### config.mk
export PLATFORM = sky130hd
export DESIGN_NAME = io_bridge
export DESIGN_NICKNAME = d
export VERILOG_FILES = /design/src/rtl/io_bridge_pkg.sv /design/src/rtl/io_fifo.sv /design/src/rtl/io_bridge.sv
export SDC_FILE = /design/constraint.sdc
export NUM_CORES = 1
export LEC_CHECK = 0
export BUFFER_PORTS_ARGS = -buffer_cell sky130_fd_sc_hd__buf_4
export CAP_MARGIN = 0
export CORE_MARGIN = 3
export CORE_UTILIZATION = 35
export CTS_BUF_LIST = sky130_fd_sc_hd__clkbuf_4 sky130_fd_sc_hd__clkbuf_8
export CTS_CLUSTER_DIAMETER = 60
export DETAILED_ROUTE_END_ITERATION = 10
export PLACE_DENSITY = 0.54
export SLEW_MARGIN = 10
export SYNTH_ARGS = -nofsm -noshare
export SYNTH_HDL_FRONTEND = slang
export SYNTH_SLANG_ARGS = --single-unit
### constraint.sdc
create_clock -name clock -period 2.6 [get_ports clock]
set_input_delay 0.65 -clock clock [delete_from_list [all_inputs] [get_ports clock]]
set_output_delay 0.65 -clock clock [all_outputs]
set_load 0.01 [all_outputs]
### src/rtl/io_bridge_pkg.sv
// Shared defaults and FIFO occupancy encoding for the host/processor IO bridge.
// No logic; imported by io_fifo and io_bridge.
package io_bridge_pkg;

    localparam int WORD_W_DEF = 16;
    localparam int DEPTH_DEF  = 4;

    typedef enum logic [1:0] {
        FIFO_EMPTY   = 2'd0,
        FIFO_PARTIAL = 2'd1,
        FIFO_FULL    = 2'd2
    } fifo_state_t;

endpackage

### src/rtl/io_fifo.sv
// First-word-fall-through FIFO: a push at edge N is visible on pop_data after edge N.
// push is ignored when full unless a pop happens in the same cycle; pop is ignored when empty.
module io_fifo
    import io_bridge_pkg::*;
#(
    parameter int DEPTH  = DEPTH_DEF,
    parameter int WORD_W = WORD_W_DEF,
    localparam int PTR_W = $clog2(DEPTH),
    localparam int CNT_W = $clog2(DEPTH) + 1
) (
    input  logic              clock,
    input  logic              reset_n,
    input  logic              push,
    input  logic [WORD_W-1:0] push_data,
    input  logic              pop,
    output logic [WORD_W-1:0] pop_data,
    output logic [CNT_W-1:0]  count,
    output logic              full,
    output logic              empty
);

    logic [WORD_W-1:0] mem [DEPTH];
    logic [PTR_W-1:0]  wr_ptr;
    logic [PTR_W-1:0]  rd_ptr;
    logic [CNT_W-1:0]  count_nxt;
    fifo_state_t       state;
    fifo_state_t       state_nxt;
    logic              do_push;
    logic              do_pop;

    assign do_pop  = pop && (state != FIFO_EMPTY);
    assign do_push = push && ((state != FIFO_FULL) || do_pop);

    always_comb begin
        count_nxt = count;
        state_nxt = state;
        case ({do_push, do_pop})
            2'b10:   count_nxt = count + CNT_W'(1);
            2'b01:   count_nxt = count - CNT_W'(1);
            default: count_nxt = count;
        endcase
        // A single push or pop moves count by one, so the state can only step to a neighbour.
        if (count_nxt == '0) begin
            state_nxt = FIFO_EMPTY;
        end else if (count_nxt == CNT_W'(DEPTH)) begin
            state_nxt = FIFO_FULL;
        end else begin
            state_nxt = FIFO_PARTIAL;
        end
    end

    always_ff @(posedge clock or negedge reset_n) begin
        if (!reset_n) begin
            wr_ptr <= '0;
            rd_ptr <= '0;
            count  <= '0;
            state  <= FIFO_EMPTY;
        end else begin
            if (do_push) begin
                wr_ptr <= wr_ptr + PTR_W'(1);
            end
            if (do_pop) begin
                rd_ptr <= rd_ptr + PTR_W'(1);
            end
            count <= count_nxt;
            state <= state_nxt;
        end
    end

    // Storage is left uncleared; consumers mask the head while empty.
    always_ff @(posedge clock) begin
        if (do_push) begin
            mem[wr_ptr] <= push_data;
        end
    end

    assign pop_data = mem[rd_ptr];
    assign empty    = (state == FIFO_EMPTY);
    assign full     = (state == FIFO_FULL);

endmodule

### src/rtl/io_bridge.sv
// Host <-> processor bridge: one FWFT FIFO per direction, zero-latency head, outputs zero when empty.
// Host input is backpressured by host_in_ready; processor writes into a full, non-draining FIFO are dropped and flagged.
module io_bridge
    import io_bridge_pkg::*;
#(
    parameter int DEPTH  = DEPTH_DEF,
    parameter int WORD_W = WORD_W_DEF
) (
    input  logic              clock,
    input  logic              reset_n,
    input  logic [WORD_W-1:0] host_in_data,
    input  logic              host_in_valid,
    output logic              host_in_ready,
    output logic [WORD_W-1:0] cpu_in,
    output logic              cpu_in_avail,
    input  logic              cpu_in_ack,
    input  logic [WORD_W-1:0] cpu_out,
    input  logic              cpu_out_write,
    output logic [WORD_W-1:0] host_out_data,
    output logic              host_out_valid,
    input  logic              host_out_ready,
    output logic              overflow
);

    localparam int CNT_W = $clog2(DEPTH) + 1;

    logic [WORD_W-1:0] in_head;
    logic [CNT_W-1:0]  in_count;
    logic              in_full;
    logic              in_empty;
    logic              in_push;
    logic              in_pop;

    logic [WORD_W-1:0] out_head;
    logic [CNT_W-1:0]  out_count;
    logic              out_full;
    logic              out_empty;
    logic              out_push;
    logic              out_pop;
    logic              overflow_set;
    logic              unused_status;

    // Ready depends only on registered occupancy, never on cpu_in_ack.
    assign host_in_ready = (in_count != CNT_W'(DEPTH));
    assign in_push       = host_in_valid && host_in_ready;
    assign in_pop        = cpu_in_ack && !in_empty;
    assign cpu_in_avail  = !in_empty;
    assign cpu_in        = in_empty ? '0 : in_head;

    io_fifo #(
        .DEPTH  (DEPTH),
        .WORD_W (WORD_W)
    ) u_in_fifo (
        .clock     (clock),
        .reset_n   (reset_n),
        .push      (in_push),
        .push_data (host_in_data),
        .pop       (in_pop),
        .pop_data  (in_head),
        .count     (in_count),
        .full      (in_full),
        .empty     (in_empty)
    );

    // A full output FIFO still takes a write when the host drains a word in the same cycle.
    assign out_pop        = host_out_ready && !out_empty;
    assign out_push       = cpu_out_write && (!out_full || out_pop);
    assign overflow_set   = cpu_out_write && out_full && !out_pop;
    assign host_out_valid = !out_empty;
    assign host_out_data  = out_empty ? '0 : out_head;

    io_fifo #(
        .DEPTH  (DEPTH),
        .WORD_W (WORD_W)
    ) u_out_fifo (
        .clock     (clock),
        .reset_n   (reset_n),
        .push      (out_push),
        .push_data (cpu_out),
        .pop       (out_pop),
        .pop_data  (out_head),
        .count     (out_count),
        .full      (out_full),
        .empty     (out_empty)
    );

    always_ff @(posedge clock or negedge reset_n) begin
        if (!reset_n) begin
            overflow <= 1'b0;
        end else if (overflow_set) begin
            overflow <= 1'b1;
        end
    end

    assign unused_status = ^{in_full, out_count};

endmodule

Yosys cells after proc, flatten, opt, wreduce, memory -nomap -nowiden

Memories as Yosys holds them, arrays and structs flattened.
Index checks and enable logic that the tools add are counted.

Memory bits (writable): 128
Register bits: 19
Memories: 2

Muxes and demuxes: 12
Add/sub/neg operators: 8
Reduce and logical (&&, ||, !) cells: 23
Eq/ne operators: 10

Memories:

| memory         | depth | bits a word | rd ports | clocked after memory_dff | wr ports | line          | RTL |
|---|---|---|---|---|---|---|---|
| u_in_fifo.mem  | 4     | 16          | 1        | 0                        | 1        | io_fifo.sv:22 | `logic [WORD_W-1:0] mem [DEPTH];` |
| u_out_fifo.mem | 4     | 16          | 1        | 0                        | 1        | io_fifo.sv:22 |  |

Operators with widths:

| kind                                                                   | count |
|---|---|
| 16-bit two-way mux                                                     | 2 |
| 3-bit one-hot mux with 2 select lines                                  | 2 |
| 1-bit logical AND                                                      | 10 |
| 2-bit by 1-bit adder with 2-bit output (second input constant)         | 4 |
| 2-bit two-way mux                                                      | 4 |
| 3-bit by 1-bit adder with 3-bit output (second input constant)         | 2 |
| 2-bit equality test (second input constant)                            | 3 |
| 3-bit equality test (second input constant)                            | 2 |
| 3-bit logical NOT                                                      | 2 |
| 3-bit by 1-bit subtractor with 3-bit output (second input constant)    | 2 |
| 2-bit by 1-bit equality test with 1-bit output (second input constant) | 2 |
| 1-bit logical NOT                                                      | 4 |
| 2-bit logical NOT                                                      | 2 |
| 1-bit two-way mux                                                      | 4 |
| 2-bit != test (second input constant)                                  | 2 |
| 2-bit nonzero test                                                     | 2 |
| 1-bit logical OR                                                       | 3 |
| 3-bit != test (second input constant)                                  | 1 |

Logic depth before layout (Yosys ltp)

Gate-level depths: netlist of run 1.

Word-level depth: 11
Depth in mapped cells: 11

By module

From an unflattened synthesis of run 1, not the netlist that was laid out.

Cells, all modules: 308
Area total of the unflattened synthesis: 5997.0 um^2

By module, submodules not included:

| module                | area an instance (um^2) | cells an instance | instances | sequential area each (um^2) |
|---|---|---|---|---|
| io_fifo at u_in_fifo  | 2846.5                  | 134               | 1         | 2147.1 |
| io_fifo at u_out_fifo | 2840.2                  | 129               | 1         | 2147.1 |
| io_bridge             | 310.3                   | 45                | 1         | 25.0 |

Worst setup path after synthesis of run 1

Ideal clock, no wire load.

Kind: reg-to-reg
From: reg u_in_fifo.count[0]
To: reg u_in_fifo.state[1]
Cell stages (with the launch flop): 12
Setup slack: -52 ps
Buffers on the path: 2
Data required time: 2528 ps
Clock period less this slack: 2652 ps
Arrival: 2580 ps
Cells stage by stage: dfrtp_1 or3b_1 buf_6 and2_4 buf_6 or2_4 fa_1 nand2_1 a32o_1 o21ai_0 o311ai_2 nor2_1

Longest elaborated chain between the ends: 8
Elaborated cells on any way between the ends: 12

Ends and longest elaborated chain:

| item                                                                                  | line            | RTL |
|---|---|---|
| from (decl)                                                                           | io_fifo.sv:17   | `output logic [CNT_W-1:0] count,` |
| from (signal assigned)                                                                | io_fifo.sv:65   | `count <= count_nxt;` |
| 3-bit != test (*)                                                                     | io_bridge.sv:44 | `assign host_in_ready = (in_count != CNT_W'(DEPTH));` |
| via host_in_ready                                                                     | io_bridge.sv:13 | `output logic host_in_ready,` |
| 1-bit logical AND (*)                                                                 | io_bridge.sv:45 | `assign in_push = host_in_valid && host_in_ready;` |
| 1-bit logical AND (*)                                                                 | io_fifo.sv:32   | `assign do_push = push && ((state != FIFO_FULL) \|\| do_pop);` |
| 2-bit by 1-bit equality test with 1-bit output or 2-bit equality test (tied branches) | io_fifo.sv:37   | `case ({do_push, do_pop})` |
| 3-bit one-hot mux with 2 select lines (*)                                             | io_fifo.sv:37   |  |
| 3-bit equality test                                                                   | io_fifo.sv:45   | `end else if (count_nxt == CNT_W'(DEPTH)) begin` |
| 2-bit two-way mux                                                                     | io_fifo.sv:45   |  |
| 2-bit two-way mux (*)                                                                 | io_fifo.sv:43   | `if (count_nxt == '0) begin` |
| via u_in_fifo.state_nxt[1]                                                            | io_fifo.sv:27   | `fifo_state_t state_nxt;` |
| to (signal assigned)                                                                  | io_fifo.sv:66   | `state <= state_nxt;` |
| to (decl)                                                                             | io_fifo.sv:26   | `fifo_state_t state;` |

The timed path passes the listed nets; every way through them passes the cells marked *.
A chain may end at the register's enable or synchronous reset.

Final worst setup path of run 1

From: reg u_in_fifo.rd_ptr[0]
To: out cpu_in[9]

Longest elaborated chain between the ends: 2

Ends and longest elaborated chain:

| item                   | line            | RTL |
|---|---|---|
| from (decl)            | io_fifo.sv:24   | `logic [PTR_W-1:0] rd_ptr;` |
| from (signal assigned) | io_fifo.sv:63   | `rd_ptr <= rd_ptr + PTR_W'(1);` |
| memory read 4 x 16 bit | n/a             |  |
| 16-bit two-way mux     | io_bridge.sv:48 | `assign cpu_in = in_empty ? '0 : in_head;` |
| to (decl)              | io_bridge.sv:14 | `output logic [WORD_W-1:0] cpu_in,` |

Every way passes these cells.

==> results.tsv, run 1 <==
stage	metric	value	unit
worst_setup_path	worst_ep_required_time	1.95	ns
synthesis	yosysSeqAreaShare	72.2	%
clock_network	clockBufferDepth	2	
pwr	vdd_drop_max	0.432	mV
placement	numPortBuffers	73	
layout	n_antenna_cell	0	
floorplanning	core	16600	um2
layout	final_common_cell	edfxtp_1	
pwr	pwr-share-comb	38.4	%
status	status	finished clean	
layout	num-fill-cells	1462	
sta	fin_tns_setup	0	ns
clock_network	clock_latency	0.43	ns
pwr	p_sw	2540	uW
pwr	clkPwrFrac	21.9	%
sta	setup_violations	0	
sta	fmax	0.399	GHz
floorplanning	die_w	137	um
worst_setup_path	regToRegSetupSlack	0.10	ns
flow_run	drv.max_cap_violation_count	0	
worst_setup_path	crit_arrival	1.86	ns
worst_setup_path	cp_max_fo	9	
sta	rsz0062_at_grt	false	
sta	worst_slew_margin_rel	38.8	%
placement	placed_cells	610	
synthesis	syn_avg_cell_area	18.8	um2
pwr	total_power	8420	uW
synthesis	yosysWarnings	0	
global_routing	grt_start_max_net_pins	20	
layout	drive_gt1_share	38.1	%
worst_setup_path	slowest_delay	0.49	ns
pwr	internal_power	5880	uW
placement	place_ws	0.0837	ns
clock_network	cts_hold_buffers	0	
clock_network	cts_buffers	17	
layout	area.growth.synth_to_final	22.3	%
drt	drtIter0Drc	131	
worst_setup_path	crit_slowest_cell	mux4_2	
sta	drv_slew	0	
drt	num_vias	3028	
floorplanning	die_y	137	um
worst_setup_path	crit_buf_inv	2	
sta	fin_hold_ws	0.0876	ns
worst_setup_path	rr_endpoint	u_in_fifo.state[1]$_DFF_PN0_	
floorplanning	num_rows	47	
global_routing	antenna_found_initial	0	
synthesis	synthTopCellsByArea	edfxtp_1 64%, mux4_2 12%, dfrtp_1 7.9%, and2_1 4.3%, ha_1 1.9%	
synthesis	synth_cell_types	35	
clock_network	cts_tree	built	
drt	ant_nets	0	
layout	layout.nets	460	
drt	drt_wl_total	11400	um
clock_network	cts.reportedPaths.clkPinSlew	0.08	ns
global_routing	grt_pass1_vias	3258	
floorplanning	start_util	36.0	%
synthesis	synthesis.area	5980	um2
synthesis	syn_nets	367	
layout	layout_common_cells	128 x edfxtp_1, 87 x buf_4, 41 x and2_1	
placement	dp.final_hpwl	6980	um
pwr	seqPwrFrac	39.7	%
worst_setup_path	crit_type	flop to primary output	
clock_network	ctsHtreeMaxLevel	4	
global_routing	grt_overflow	0	
sta	setup_ws	0.0922	ns
drt	wl_per_cell	17.8	um
pwr	power.density	1150	nW/um2
global_routing	grt.total_usage	12.8	%
synthesis	syn-instance-count	318	
worst_setup_path	rr_startpoint	u_in_fifo.count[0]$_DFF_PN0_	
synthesis	synth_top_area_share	64.2	%
worst_setup_path	end_kind	primary output	
clock_network	cts_root_buffer	clkbuf_8	
sta	tightest_slew	0.919	ns
sta	hold_viol	0	
synthesis	ys_ff_latch	147	
synthesis	synth_top_area_cell	edfxtp_1	
layout	reg_top3	u_in_fifo.mem (64), u_out_fifo.mem (64), u_in_fifo.count (3)	
layout	final_cells	643	
sta	fin_worst_skew	0.00971	ns
worst_setup_path	crit_chain	clkbuf_16 -> mux4_2 -> and2_1 -> buf_4	
hold_path	hp-class	input pin to async pin	
sta	post-route-min-period	2.51	ns
placement	place.gp.congestion	0.757	
worst_setup_path	cp_top_family	multiplexers	
sta	fin_crit_sh	96.5	%
clock_network	clock_sinks	147	
worst_setup_path	startpoint_type	flop	
drt	remaining_drc_errors	0	
pwr	swShare	30.2	%
worst_setup_path	worstRegToRegCells	9	
drt	drtPass1Iterations	4	
drt	avgViaCountPerCell	4.71	
floorplanning	dieArea	18700	um2
floorplanning	pin_count	74	
global_routing	grt_pass1_wl	17600	um
pwr	power.leakage	0.00266	uW
==> what timing repair did <==
item | CTS | global route
endpoints found under the setup margin | 0 | 7
resized for setup | 0 | 4
buffers inserted | 0 | 1
==> cells by family after synthesis <==
| kind of cell | synth area share (%) |
|---|---|
| buf+inv | 2.15 |
| mux | 12.2 |
| xor+xnor | 1.61 |
| compound gates | 2.17 |
| fa+ha+maj | 2.55 |
| simple gates | 7.13 |
| flops | 72.2 |
==> how the worst max path moves through the flow <==
stage	from	end	slack, ns	cells after the start
floorplan	u_in_fifo.count[0]$_DFF_PN0_	u_in_fifo.state[1]$_DFF_PN0_	-0.01	11
global placement	u_in_fifo.count[0]$_DFF_PN0_	u_in_fifo.state[1]$_DFF_PN0_	0.14	9
detailed placement	u_in_fifo.count[0]$_DFF_PN0_	u_in_fifo.state[1]$_DFF_PN0_	0.08	9
CTS	u_in_fifo.rd_ptr[0]$_DFFE_PN0N_	cpu_in[1]	0.03	4
global route	u_in_fifo.rd_ptr[0]$_DFFE_PN0N_	cpu_in[5]	0.006	4
finish	u_in_fifo.rd_ptr[0]$_DFFE_PN0N_	cpu_in[9]	0.09	4
==> synth_stat cells <==
cell type,n
mux4_2,32
and3_1,1
nor2_1,5
clkbuf_1,9
nand2_1,7
inv_1,13
buf_2,4
or2_2,2
or3b_1,1
mux2i_1,1
nor3b_1,3
xnor2_1,7
o31a_1,1
xor2_1,4
a21boi_4,1
a32o_1,1
o22ai_2,1
a32oi_1,1
and2_1,41
nand3_1,4
nand4b_1,1
ha_1,9
buf_6,2
o311ai_2,1
buf_1,1
nor2b_1,3
edfxtp_1,128
and2_4,1
a21o_1,2
dfrtp_1,19
or2_4,1
o21ai_0,6
and4b_1,1
fa_1,2
a21oi_1,2
==> final cells by class <==
class                           count  area [um2]  share of cell area, %
Clock buffer                       19         249                   3.40
Tap cell                          220         275                   3.76
Sequential cell                   147        4320                   59.0
Inverter                           13        48.8                  0.667
Clock inverter                     12         163                   2.22
Multi-Input combinational cell    142        1550                   21.1
Timing Repair Buffer               90         718                   9.81
==> power groups by stage <==
stage | logic [uW] | registers, uW | clock network, uW
after floorplan | 2000 | 3320 | 0
after global placement | 3230 | 3370 | 0
after detailed placement | 3260 | 3390 | 0
after CTS | 3260 | 3340 | 1910
after global routing | 3550 | 3390 | 2020
final | 3230 | 3340 | 1850
==> through the flow <==
step | util, % | cell area [um2]
2_1_floorplan | - | 5980
3_5_place_dp | 41.3 | 6870
5_1_grt | 44.0 | 7320
3_3_place_gp | 41.3 | 6870
6_report | 44.0 | 7320
4_1_cts | 43.7 | 7280
==> layer usage <==
metal  vias to the layer above  track usage (%)  part of all wire, %
met5                         -                0                    0
met4                         0             5.21                  1.3
met3                        10             3.93                  4.9
met2                        72             21.4                   52
met1                      1553             15.6                   42
li1                       1393                -                    -
(Power assumes the default switching activity.)
==> run 2: changes to the inputs <==
- CELL_PAD_IN_SITES_DETAIL_PLACEMENT: not set -> 1
- CELL_PAD_IN_SITES_GLOBAL_PLACEMENT: not set -> 1
- CORE_ASPECT_RATIO: not set -> 1.2
- PLACE_DENSITY: 0.54 -> 0.61
==> results.tsv, run 2 (synthesis gave the netlist of run 1 again) <==
stage	metric	value	unit
status	status	finished clean	
floorplanning	start_util	36.2	%
worst_setup_path	crit_type	flop to flop	
placement	placed_cells	602	
clock_network	cts_hold_buffers	0	
layout	drive_gt1_share	45.7	%
placement	place.gp.congestion	0.719	
worst_setup_path	regToRegSetupSlack	0.01	ns
layout	layout.nets	467	
pwr	vdd_drop_max	0.417	mV
floorplanning	num_rows	51	
clock_network	cts_root_buffer	clkbuf_8	
sta	fmax	0.386	GHz
floorplanning	die_w	125	um
sta	setup_violations	0	
layout	n_antenna_cell	0	
sta	fin_tns_setup	0	ns
layout	num-fill-cells	1594	
worst_setup_path	rr_endpoint	u_in_fifo.state[1]$_DFF_PN0_	
sta	drv_slew	0	
flow_run	drv.max_cap_violation_count	0	
global_routing	antenna_found_initial	0	
floorplanning	die_y	149	um
drt	num_vias	3097	
drt	remaining_drc_errors	0	
layout	reg_top3	u_in_fifo.mem (64), u_out_fifo.mem (64), u_in_fifo.count (3)	
worst_setup_path	slowest_delay	0.59	ns
layout	ff_latch_area	4320	um2
drt	wl_per_cell	18.4	um
global_routing	grt_pass1_vias	3471	
drt	drtPass1Iterations	6	
sta	rsz0062_at_grt	true	
sta	tightest_slew	0.883	ns
layout	final_core_util	45.2	%
sta	fin_crit_sh	99.5	%
worst_setup_path	crit_chain	or3b_4 -> and2_4 -> or2_4 -> fa_2 -> nand2_2 -> a32o_1 -> o21ai_1 -> o311ai_2 -> nor2_1	
sta	post-route-min-period	2.59	ns
layout	area.growth.synth_to_final	24.9	%
clock_network	cts_tree	built	
layout	final_cells	643	
drt	ant_nets	0	
placement	numPortBuffers	73	
pwr	seqPwrFrac	38.4	%
layout	final_common_cell	edfxtp_1	
clock_network	cts_buffers	17	
floorplanning	pin_count	74	
drt	drtIter0Drc	198	
pwr	power.leakage	0.00275	uW
drt	drt_wl_total	11900	um
worst_setup_path	cp_max_fo	4	
clock_network	cts.reportedPaths.clkPinSlew	0.08	ns
pwr	internal_power	6020	uW
clock_network	ctsHtreeMaxLevel	4	
global_routing	grt_overflow	0	
worst_setup_path	crit_slowest_cell	fa_2	
pwr	swShare	31.4	%
pwr	clkPwrFrac	18.8	%
pwr	p_sw	2760	uW
clock_network	clock_sinks	147	
pwr	power.density	1180	nW/um2
worst_setup_path	critPathLaunch	u_in_fifo.count[2]$_DFF_PN0_	
global_routing	grt_pass1_wl	18500	um
layout	layout_common_cells	128 x edfxtp_1, 78 x buf_4, 32 x mux4_2	
pwr	pwr-share-comb	42.7	%
sta	hold_viol	0	
worst_setup_path	startpoint_type	flop	
clock_network	clock_latency	0.43	ns
drt	avgViaCountPerCell	4.82	
worst_setup_path	rr_startpoint	u_in_fifo.count[2]$_DFF_PN0_	
sta	worst_slew_margin_rel	41.1	%
placement	dp.final_hpwl	7510	um
layout	multi_input_area	1610	um2
worst_setup_path	worst_ep_required_time	2.96	ns
global_routing	grt_start_max_net_pins	20	
sta	fin_worst_skew	0.0134	ns
hold_path	hp-class	input pin to async pin	
floorplanning	core	16500	um2
worst_setup_path	worstRegToRegCells	9	
worst_setup_path	crit_arrival	2.95	ns
floorplanning	dieArea	18700	um2
clock_network	clockBufferDepth	2	
worst_setup_path	end_kind	flop	
worst_setup_path	cp-endpoint	u_in_fifo.state[1]$_DFF_PN0_	
global_routing	grt.total_usage	12.9	%
[run 2: final cells by class]
cell class | instances | area share [%]
inverter | 13 | 0.653
timing repair buffer | 97 | 11.5
sequential | 147 | 57.8
clock inverter | 14 | 1.72
clock buffer | 18 | 3.23
tap | 212 | 3.55
multi-input combinational | 142 | 21.5
[run 2: per-layer routing]
metal | global-route usage (%) | share of wire (%) | up-vias
met5 | 0 | 0 | -
met4 | 4.56 | 1.6 | 0
met3 | 4.08 | 4.8 | 15
met2 | 22.6 | 53 | 83
met1 | 15.0 | 41 | 1587
li1 | - | - | 1412
[run 2: timing repair]
item / in CTS / in global routing
endpoints found under the setup margin: 13 / 20
setup buffers: 1 / 5
resized for setup: 1 / 43
pin swaps: 0 / 10
cloned: 0 / 3
[run 2: power by group through the flow]
stage	combinational (uW)	sequential [uW]	clock, uW
floorplan	2000	3320	0
global placement	3220	3360	0
detailed placement	3260	3410	0
CTS	3290	3350	1720
global route	4080	3430	1830
finish	3750	3380	1650
[run 2: worst max-delay path, delay by kind of cell (launching register included)]
kind                     cells  cell delay, ns
AO/OA/AOI/OAI                3            0.50
AND/OR/NAND/NOR              5            1.02
flip-flops                   1            0.41
adder cells (fa/ha/maj)      1            0.59
[run 2: worst min path at each step]
stage / cells past startpoint / start / to / slack [ns]
floorplan: 0 / reset_n / async pin / 0.35
global placement: 1 / overflow$_DFFE_PN0P_ / overflow$_DFFE_PN0P_ / 0.45
detailed placement: 1 / overflow$_DFFE_PN0P_ / overflow$_DFFE_PN0P_ / 0.45
CTS: 1 / reset_n / overflow$_DFFE_PN0P_ / 0.06
global route: 1 / reset_n / overflow$_DFFE_PN0P_ / 0.07
finish: 1 / reset_n / overflow$_DFFE_PN0P_ / 0.08
[run 2: stage by stage]
| stage | hold slack (ns) | total power [uW] | setup slack (ns) | cell area, um2 |
|---|---|---|---|---|
| after floorplan | 0.354 | 5320 | -0.0143 | 5980 |
| after global placement | 0.447 | 6580 | 0.117 | 6860 |
| after detailed placement | 0.446 | 6670 | -0.0452 | 6860 |
| after CTS | 0.0586 | 8360 | 0.0106 | 7240 |
| after global routing | 0.0654 | 9340 | -0.112 | 7470 |
| final | 0.0848 | 8780 | 0.0122 | 7470 |
